[src/rtl/coin_acceptor.sv]
// Vending front end: coin credit accumulation, vend/cancel handling and held change handshake.
// Optional idle auto-refund is built when COIN_TIMEOUT_EN is defined.
module coin_acceptor #(
    parameter int CREDIT_MAX     = 100,
    parameter int TIMEOUT_CYCLES = 1000
) (
    input  logic       clk,
    input  logic       rst,
    input  logic       coin_nickel,
    input  logic       coin_dime,
    input  logic       coin_quarter,
    input  logic [6:0] price,
    input  logic       vend_req,
    input  logic       cancel,
    input  logic       change_ack,
    output logic [6:0] credit,
    output logic [6:0] change,
    output logic       change_valid,
    output logic       vend,
    output logic       coin_reject,
    output logic       vend_err
);
    localparam logic [1:0] S_IDLE    = 2'd0;
    localparam logic [1:0] S_COLLECT = 2'd1;
    localparam logic [1:0] S_PAYOUT  = 2'd2;
    localparam logic [7:0] CMAX      = 8'(CREDIT_MAX);

    logic [1:0] state;
    logic [1:0] coin_cnt;
    logic       coin_any;
    logic       coin_multi;
    logic [6:0] coin_val;
    logic [7:0] coin_sum;
    logic       price_bad;
    logic       timeout;
    logic       do_cancel;

    assign coin_cnt   = {1'b0, coin_nickel} + {1'b0, coin_dime} + {1'b0, coin_quarter};
    assign coin_any   = coin_nickel | coin_dime | coin_quarter;
    assign coin_multi = (coin_cnt >= 2'd2);

    always_comb begin
        coin_val = 7'd0;
        if (coin_quarter)     coin_val = 7'd25;
        else if (coin_dime)   coin_val = 7'd10;
        else if (coin_nickel) coin_val = 7'd5;
    end

    // One bit wider so a coin on top of a high credit cannot wrap before the limit check
    assign coin_sum  = {1'b0, credit} + {1'b0, coin_val};
    assign price_bad = (price == 7'd0) || ((price % 7'd5) != 7'd0) ||
                       ({1'b0, price} > CMAX) || (credit < price);

`ifdef COIN_TIMEOUT_EN
    localparam int CW = $clog2(TIMEOUT_CYCLES + 1);
    logic [CW-1:0] idle_cnt;

    assign timeout = (state == S_COLLECT) && (idle_cnt == CW'(TIMEOUT_CYCLES - 1));

    always_ff @(posedge clk or posedge rst) begin
        if (rst)
            idle_cnt <= '0;
        else if (state != S_COLLECT || coin_any || vend_req || cancel || timeout)
            idle_cnt <= '0;
        else
            idle_cnt <= idle_cnt + 1'b1;
    end
`else
    assign timeout = 1'b0;
`endif

    assign do_cancel = cancel | timeout;

    always_ff @(posedge clk or posedge rst) begin
        if (rst) begin
            state        <= S_IDLE;
            credit       <= 7'd0;
            change       <= 7'd0;
            change_valid <= 1'b0;
            vend         <= 1'b0;
            coin_reject  <= 1'b0;
            vend_err     <= 1'b0;
        end else begin
            vend        <= 1'b0;
            coin_reject <= 1'b0;
            vend_err    <= 1'b0;
            case (state)
                S_IDLE: begin
                    if (vend_req) begin
                        vend_err    <= 1'b1;
                        coin_reject <= coin_any;
                    end else if (coin_multi) begin
                        coin_reject <= 1'b1;
                    end else if (coin_any) begin
                        if (coin_sum <= CMAX) begin
                            credit <= coin_sum[6:0];
                            state  <= S_COLLECT;
                        end else begin
                            coin_reject <= 1'b1;
                        end
                    end
                end
                S_COLLECT: begin
                    if (do_cancel) begin
                        change       <= credit;
                        credit       <= 7'd0;
                        change_valid <= 1'b1;
                        coin_reject  <= coin_any;
                        state        <= S_PAYOUT;
                    end else if (vend_req) begin
                        coin_reject <= coin_any;
                        if (price_bad) begin
                            vend_err <= 1'b1;
                        end else begin
                            vend   <= 1'b1;
                            credit <= 7'd0;
                            if (credit > price) begin
                                change       <= credit - price;
                                change_valid <= 1'b1;
                                state        <= S_PAYOUT;
                            end else begin
                                state <= S_IDLE;
                            end
                        end
                    end else if (coin_multi) begin
                        coin_reject <= 1'b1;
                    end else if (coin_any) begin
                        if (coin_sum <= CMAX) credit <= coin_sum[6:0];
                        else                  coin_reject <= 1'b1;
                    end
                end
                S_PAYOUT: begin
                    coin_reject <= coin_any;
                    if (change_valid && change_ack) begin
                        change_valid <= 1'b0;
                        change       <= 7'd0;
                        state        <= S_IDLE;
                    end
                end
                default: state <= S_IDLE;
            endcase
        end
    end
endmodule

[config.mk]
export PLATFORM = sky130hd
export DESIGN_NAME = coin_acceptor
export DESIGN_NICKNAME = d
export VERILOG_FILES = /design/src/rtl/coin_acceptor.sv
export SDC_FILE = /design/constraint.sdc
export NUM_CORES = 1
export LEC_CHECK = 0
export CAP_MARGIN = 20
export CORE_ASPECT_RATIO = 2
export CORE_MARGIN = 3
export CORE_UTILIZATION = 53
export DETAILED_ROUTE_END_ITERATION = 8
export PLACE_DENSITY = 0.85
export SLEW_MARGIN = 10
export SYNTH_ARGS = -nofsm -noshare
export SYNTH_HDL_FRONTEND = slang
export SYNTH_SLANG_ARGS = --single-unit
[constraint.sdc]
create_clock -name clk -period 3.27 [get_ports clk]
set_clock_uncertainty 0.05 [all_clocks]
set_input_delay 0.327 -clock clk [delete_from_list [all_inputs] [get_ports clk]]
set_output_delay 0.327 -clock clk [all_outputs]
set_load 0.05 [all_outputs]
Word-level counts from Yosys, hierarchy flattened
Index checks and enable logic that the tools add are counted.
{"block": "op_classes", "n_mul": 0, "n_lt_le_gt_ge": 5, "n_shift": 0, "div": 1, "eq_ne": 11, "mux": 48, "bitwise_logic": 2, "addsub": 4, "n_reduce_logical": 12}
{"operator": "7-bit two-way mux", "n": 13}
{"operator": "7-bit case mux with 2 select lines", "n": 2}
{"operator": "1-bit two-way mux", "n": 18}
{"operator": "2-bit two-way mux", "n": 9}
{"operator": "2-bit inequality test (second input constant)", "n": 5}
{"operator": "3-bit inequality test (second input constant)", "n": 3}
{"operator": "7-bit by 7-bit adder with 8-bit output", "n": 1}
{"operator": "8-bit by 7-bit <= comparator with 1-bit output (second input constant)", "n": 1}
{"operator": "7-bit greater-than comparator", "n": 1}
{"operator": "7-bit greater-than comparator (second input constant)", "n": 1}
{"operator": "7-bit logical NOT", "n": 1}
{"operator": "7-bit < comparator", "n": 1}
{"operator": "7-bit by 3-bit modulo with 7-bit output (second input constant)", "n": 1}
{"operator": "7-bit AND reduction", "n": 1}
{"operator": "7-bit nonzero test", "n": 1}
{"operator": "7-bit subtractor", "n": 1}
{"operator": "2-bit case mux with 3 select lines", "n": 1}
{"operator": "5-bit AND reduction", "n": 1}
{"operator": "4-bit two-way mux", "n": 1}
{"operator": "4-bit inequality test (second input constant)", "n": 1}
{"operator": "1-bit case mux with 2 select lines", "n": 2}
{"operator": "2-bit nonzero test", "n": 2}
{"operator": "1-bit logical OR", "n": 3}
{"operator": "3-bit two-way mux", "n": 1}
{"operator": "10 further kinds", "n": 11}
{"block": "totals", "out_inout_bits": 18, "ff_bits": 20, "mem_bits_rw": 0, "latchBits": 0, "wordCells": 90, "inputBits": 15, "romBits": 0, "n_memories": 0}

Longest topological paths before layout
{"block": "logic_depth", "depth_word": 11, "depth_mapped": 12, "depth_no_buf": 12}

Worst setup path after synthesis
OpenSTA, ideal clock, no wires.
{"block": "synth_timing", "path_type": "register to register", "startpoint": "register credit[1]", "endpoint": "register credit[5]", "path_slack_ns": 0.023, "path_stages_with_launch": 10, "n_path_buf": 0, "t_required_ns": 3.100, "arrival_time_ns": 3.077, "setup_ns": 0.120, "period_less_slack_ns": 3.247, "path_cell_list": "dfrtp_1 -> ha_1 -> nor2b_2 -> o2111ai_1 -> a31o_2 -> a222oi_1 -> nand4_1 -> a2111oi_4 -> a211oi_1 -> a31o_1"}
{"block": "synth_between", "elab_chain_cells": 8, "elab_cells_between_ends": 13, "cone_classes": "add/sub: 1; order compare: 2; eq/ne: 1; mux: 7; reduce/logical: 2"}
{"element": "from (decl)", "line_no": "16", "source": "output logic [6:0] credit,"}
{"element": "from (signal assigned)", "line_no": "96", "source": "credit <= coin_sum[6:0];"}
{"element": "from (signal assigned)", "line_no": "128", "source": "if (coin_sum <= CMAX) credit <= coin_sum[6:0];"}
{"element": "7-bit by 7-bit adder with 8-bit output", "line_no": "50", "source": "assign coin_sum = {1'b0, credit} + {1'b0, coin_val};"}
{"element": "8-bit by 7-bit <= comparator with 1-bit output", "line_no": "95, 128"}
{"element": "7-bit two-way mux", "line_no": "95, 128"}
{"element": "7-bit two-way mux", "line_no": "127", "source": "end else if (coin_any) begin"}
{"element": "7-bit two-way mux", "line_no": "125", "source": "end else if (coin_multi) begin"}
{"element": "7-bit two-way mux", "line_no": "110", "source": "end else if (vend_req) begin"}
{"element": "7-bit two-way mux", "line_no": "104", "source": "if (do_cancel) begin"}
{"element": "7-bit case mux with 2 select lines", "line_no": "87", "source": "case (state)"}
Several ways; a longest one is shown, not always the timed one. The select of a mux whose other input is x is not followed.
A chain may end at the register's enable or synchronous reset.

Worst setup path after layout
{"block": "layout_timing", "startpoint": "input price[1]", "endpoint": "register credit[2]"}
{"block": "layout_between", "elab_chain_cells": 7, "elab_cells_between_ends": 10, "cone_classes": "div: 1; order compare: 2; eq/ne: 1; reduce/logical: 6"}
{"element": "from (decl)", "line_no": "12", "source": "input logic [6:0] price,"}
{"element": "7-bit by 3-bit modulo with 7-bit output", "line_no": "51", "source": "assign price_bad = (price == 7'd0) || ((price % 7'd5) != 7'd0) ||"}
{"element": "7-bit nonzero test", "line_no": "51"}
{"element": "1-bit logical OR (2 in series)", "line_no": "51"}
{"element": "1-bit logical OR *", "line_no": "52", "source": "({1'b0, price} > CMAX) || (credit < price);"}
{"element": "4-bit inequality test (no line) *"}
{"element": "3-bit AND reduction (no line) *"}
Mark *: on every way between the ends. The rest lies on a longest branch, timed or not.

==> summary.md <==
| Metric | Value |
|---|---|
| FF-to-FF Start | credit[1]$_DFFE_PP0P_ |
| Clock sink count | 20 |
| DRC viols | 0 |
| Post-synthesis net count | roughly 250 |
| H-tree levels | 1 |
| Layout cells sized above 1 | 21.3% |
| TritonCTS buffer count | 3 |
| Fmax | about 310 MHz |
| Register area share after synthesis | a little over a quarter |
| Met1 Resource Use GR | between 20% and 30% |
| Async set-reset flop share out of synthesis | between 90% and 100% |
| Ys Warns | 0 |
| CP peak stage delay | 0.48 ns |
| Max transition margin | 50.3% |
| Crit-path leading delay family | compound AO/OA/AOI/OAI gates |
| Worst Hold Class | input port to asynchronous set/reset pin |
| Max IR drop VDD | a little under 0.7 mV |
| Core ar. | approximately 0.0033 mm2 |
| CTS Buffer Depth | 2 |
| Int Power | approximately 1200 uW |
| Die ar. | 0.00432 mm2 |
| Startpoint types | input port |
| Final HPWL DP | approximately 4.5 mm |
| # hold bufs at CTS | 0 |
| Fin crit period | between 3 and 4 ns |
| Port Buffers | 32 |
| Vias per cell | about 6.6 |
| Number of synthesized flops with an enable pin | 0 |
| Fin crit share | between 90% and 100% |
| Final setup fails | 0 |
| 1st-iter DRT viols | about 110 |
| Crit path buf inv count | 3 |
| Met3 Use GR | 4.80% |
| Total GRT Usage | 29.0% |
| Pre-CTS setup slack | -0.262 ns |
| PwrDens | 901 mW/mm2 |
| Site Rows | 29 |
| Wire per inst | between 15 and 20 um |
| Crit path kind | input port to flip-flop |
| Post-synthesis register bit count | 20 |
| Max stage delay cell, worst path | clkdlybuf4s50_1 |
| Synth cell types | 56 |
| Overall Power | 2360 uW |
| Clk pwr share | a little over a tenth |
| TNS Setup | 0 ns |
| Endpoints failing hold | 0 |
| Critical Path End Type | flip-flop |
| Initial antenna violation count | 0 |
| DIE WIDTH | about 48 um |
| Worst r2r dst | credit[2]$_DFFE_PP0P_ |
| Antenna-violating nets left | 0 |
| Reg power frac | around 20% |
| Reg2reg path depth | 10 |
| Area delta synth->final | 39.8% |
| CP max FO | 4 |
| Cell count after synthesis | between 200 and 250 |
| Comb pwr share | between 60 and 70% |
| Nets | 317 |
| Static leakage | around 0.0012 uW |
| Synth Flop Type | dfrtp_1 |
| Max-slew violations | 0 |
| Busiest grt layer | met2 |
| Switch share | about 49% |
| Largest net degree at the start of global routing | 21 |
| Worst reg2reg setup slack | approximately 0.11 ns |
| Slew @ Worst Pin | 0.745 ns |
| Grt total ovfl | 0 |
| Total number of vias | roughly 2.1k |
| Die H | about 90 um |
| DRT Pass-1 Iters | 4 |
| Setup ws final | roughly 0.078 ns |
| Initial Util | a little under three fifths |
| Critical Path RT | 3.37 ns |
| Syn_area_per_cell | roughly 8.4 um2 |
| Clk root buf | clkbuf_8 |
| Top Ports | 33 |
| Area of the mapped netlist | 0.00187 mm2 |
| N_diodes | 0 |
| Run status | completed |
| Grt met2 use | between 50% and 60% |
| Final Core Density | between 80% and 90% |
| Final WL | between 5 and 6 mm |
| Crit path DAT | ~3.3 ns |
| Vias in the first global route | between 2k and 2.5k |
| Reg clk slew, reported paths | 0.07 ns |
| Psw | between 1000 and 1500 uW |
| First-pass GRT wire length | a little over 9 mm |
| Placer Congestion | ~0.90 |
| Crit-path cells | clkdlybuf4s50_1 > inv_1 > ha_4 > nor2b_4 > o2111ai_2 > a31o_2 > a222oi_1 > nand4_1 > a2111oi_4 > buf_4 > mux2i_2 > nor2_1 |
| CTS tree | done |
| Max_cap viols | 0 |
| Clock Latency Late Sink | 0.26 ns |
| Filler cell count | between 200 and 250 |
worst reg2reg max path, cell delays in order (launching register included):
cell       delay (ns)
dfrtp_1          0.53
ha_4             0.34
nor2b_4          0.15
o2111ai_2        0.16
a31o_2           0.25
a222oi_1         0.41
nand4_1          0.25
a2111oi_4        0.43
buf_4            0.21
mux2i_2          0.22
nor2_1           0.05
per-stage QoR:
step / instances / hold WS (ns) / cell area, um2
3_5_place_dp: 311 / 0.442 / 2440
5_1_grt: 317 / 0.480 / 2620
3_3_place_gp: 311 / 0.438 / 2440
2_1_floorplan: 222 / 0.241 / 1870
4_1_cts: 315 / 0.459 / 2520
6_report: 317 / 0.444 / 2620
cell usage after synthesis (all sizes together), types with 2 or more instances:
library cell / n / area, um2
clkbuf: 3 / 11.3
mux2i: 6 / 60.1
nor2b: 4 / 27.5
and3: 2 / 12.5
o221ai: 2 / 17.5
a211oi: 3 / 22.5
a31o: 3 / 26.3
inv: 18 / 67.6
nand4: 4 / 25.0
dfrtp: 20 / 500
a2111oi: 2 / 36.3
a21oi: 20 / 100
xnor2: 4 / 35.0
buf: 3 / 15.0
a21o: 5 / 37.5
o22ai: 2 / 12.5
fa: 2 / 40.0
nor2: 21 / 78.8
ha: 13 / 163
xor2: 4 / 35.0
nand2: 21 / 78.8
a21boi: 2 / 15.0
o21ai: 11 / 55.1
o21a: 2 / 15.0
nor3: 2 / 10.0
o2111ai: 3 / 26.3
a31oi: 3 / 33.8
mux2: 7 / 78.8
nand2b: 3 / 26.3
nand3: 7 / 35.0
how the worst max path moves through the flow:
stage / startpoint / to / slack, ns / cells past startpoint
after detailed placement: coin_quarter / credit[2]$_DFFE_PP0P_ / -0.26 / 13
after floorplan: credit[1]$_DFFE_PP0P_ / credit[5]$_DFFE_PP0P_ / 0.02 / 9
after global placement: coin_quarter / credit[2]$_DFFE_PP0P_ / -0.18 / 13
final: price[1] / credit[2]$_DFFE_PP0P_ / 0.08 / 12
after global routing: price[1] / credit[2]$_DFFE_PP0P_ / -0.03 / 12
after CTS: coin_quarter / credit[2]$_DFFE_PP0P_ / 0.01 / 13
cell families after synthesis:
logic type | Yosys count | synth area share (%)
compound gates | 71 | 27.4
flops | 20 | 26.8
xor+xnor | 8 | 3.75
simple gates | 70 | 18.3
mux | 13 | 7.43
buf+inv | 24 | 5.02
fa+ha+maj | 16 | 11.4
cells in the final DEF, fill, tap and decap left out, types with 2 or more instances in the layout:
master and instances:
a21boi_0 2, ha_4 2, nand2b_4 2, nor2b_1 3, a31o_1 2, xor2_1 4, buf_4 34, o221ai_1 2
a21oi_1 20, nor3_1 2, o21ai_0 11, ha_1 11, o2111ai_1 2, mux2i_1 5, nand4_1 4, clkdlybuf4s50_1 31
mux2_2 7, a211oi_1 3, nor2_1 21, and3_1 2, a2111oi_4 2, xnor2_1 4, o21a_1 2, dfrtp_1 20
o22ai_1 2, a21o_1 5, nand3_1 7, nand2_1 21, inv_1 17, clkbuf_8 3
metal layers:
metal | share of wire [%] | vias up | wire length [um]
met1 | 32 | 1023 | 1900
li1 | - | 942 | -
met5 | 0 | - | 0
met2 | 57 | 99 | 3390
met4 | 7.1 | 0 | 426
met3 | 4.2 | 34 | 248
timing repair:
item | in CTS | in global routing
setup buffers | 0 | 2
pin swaps | 0 | 8
gates resized for setup | 1 | 12
endpoints found under the setup margin | 1 | 7
final cells by class:
| cell class | instances | area [um2] | area share (%) |
|---|---|---|---|
| multi-input cells | 178 | 1360 | 52.0 |
| inverters | 18 | 67.6 | 2.58 |
| repair buffers | 66 | 578 | 22.1 |
| well taps | 31 | 38.8 | 1.48 |
| flip-flops and latches | 20 | 500 | 19.1 |
| clock buffers | 3 | 41.3 | 1.58 |
| clock inverters | 1 | 30.0 | 1.15 |
power groups by stage:
stage	Clock, uW	Combinational (uW)	Sequential, uW
6_report	247	1630	476
5_1_grt	257	1750	489
4_1_cts	249	1520	464
3_5_place_dp	0	1500	468
3_3_place_gp	0	1460	465
2_1_floorplan	0	680	746
flip-flops by register name, summed over array words and instances, names as in the netlist:
signal,count
coin_reject,1
change,7
vend_err,1
vend,1
change_valid,1
state,2
credit,7
No activity file was read; power rests on OpenSTA's default activity.
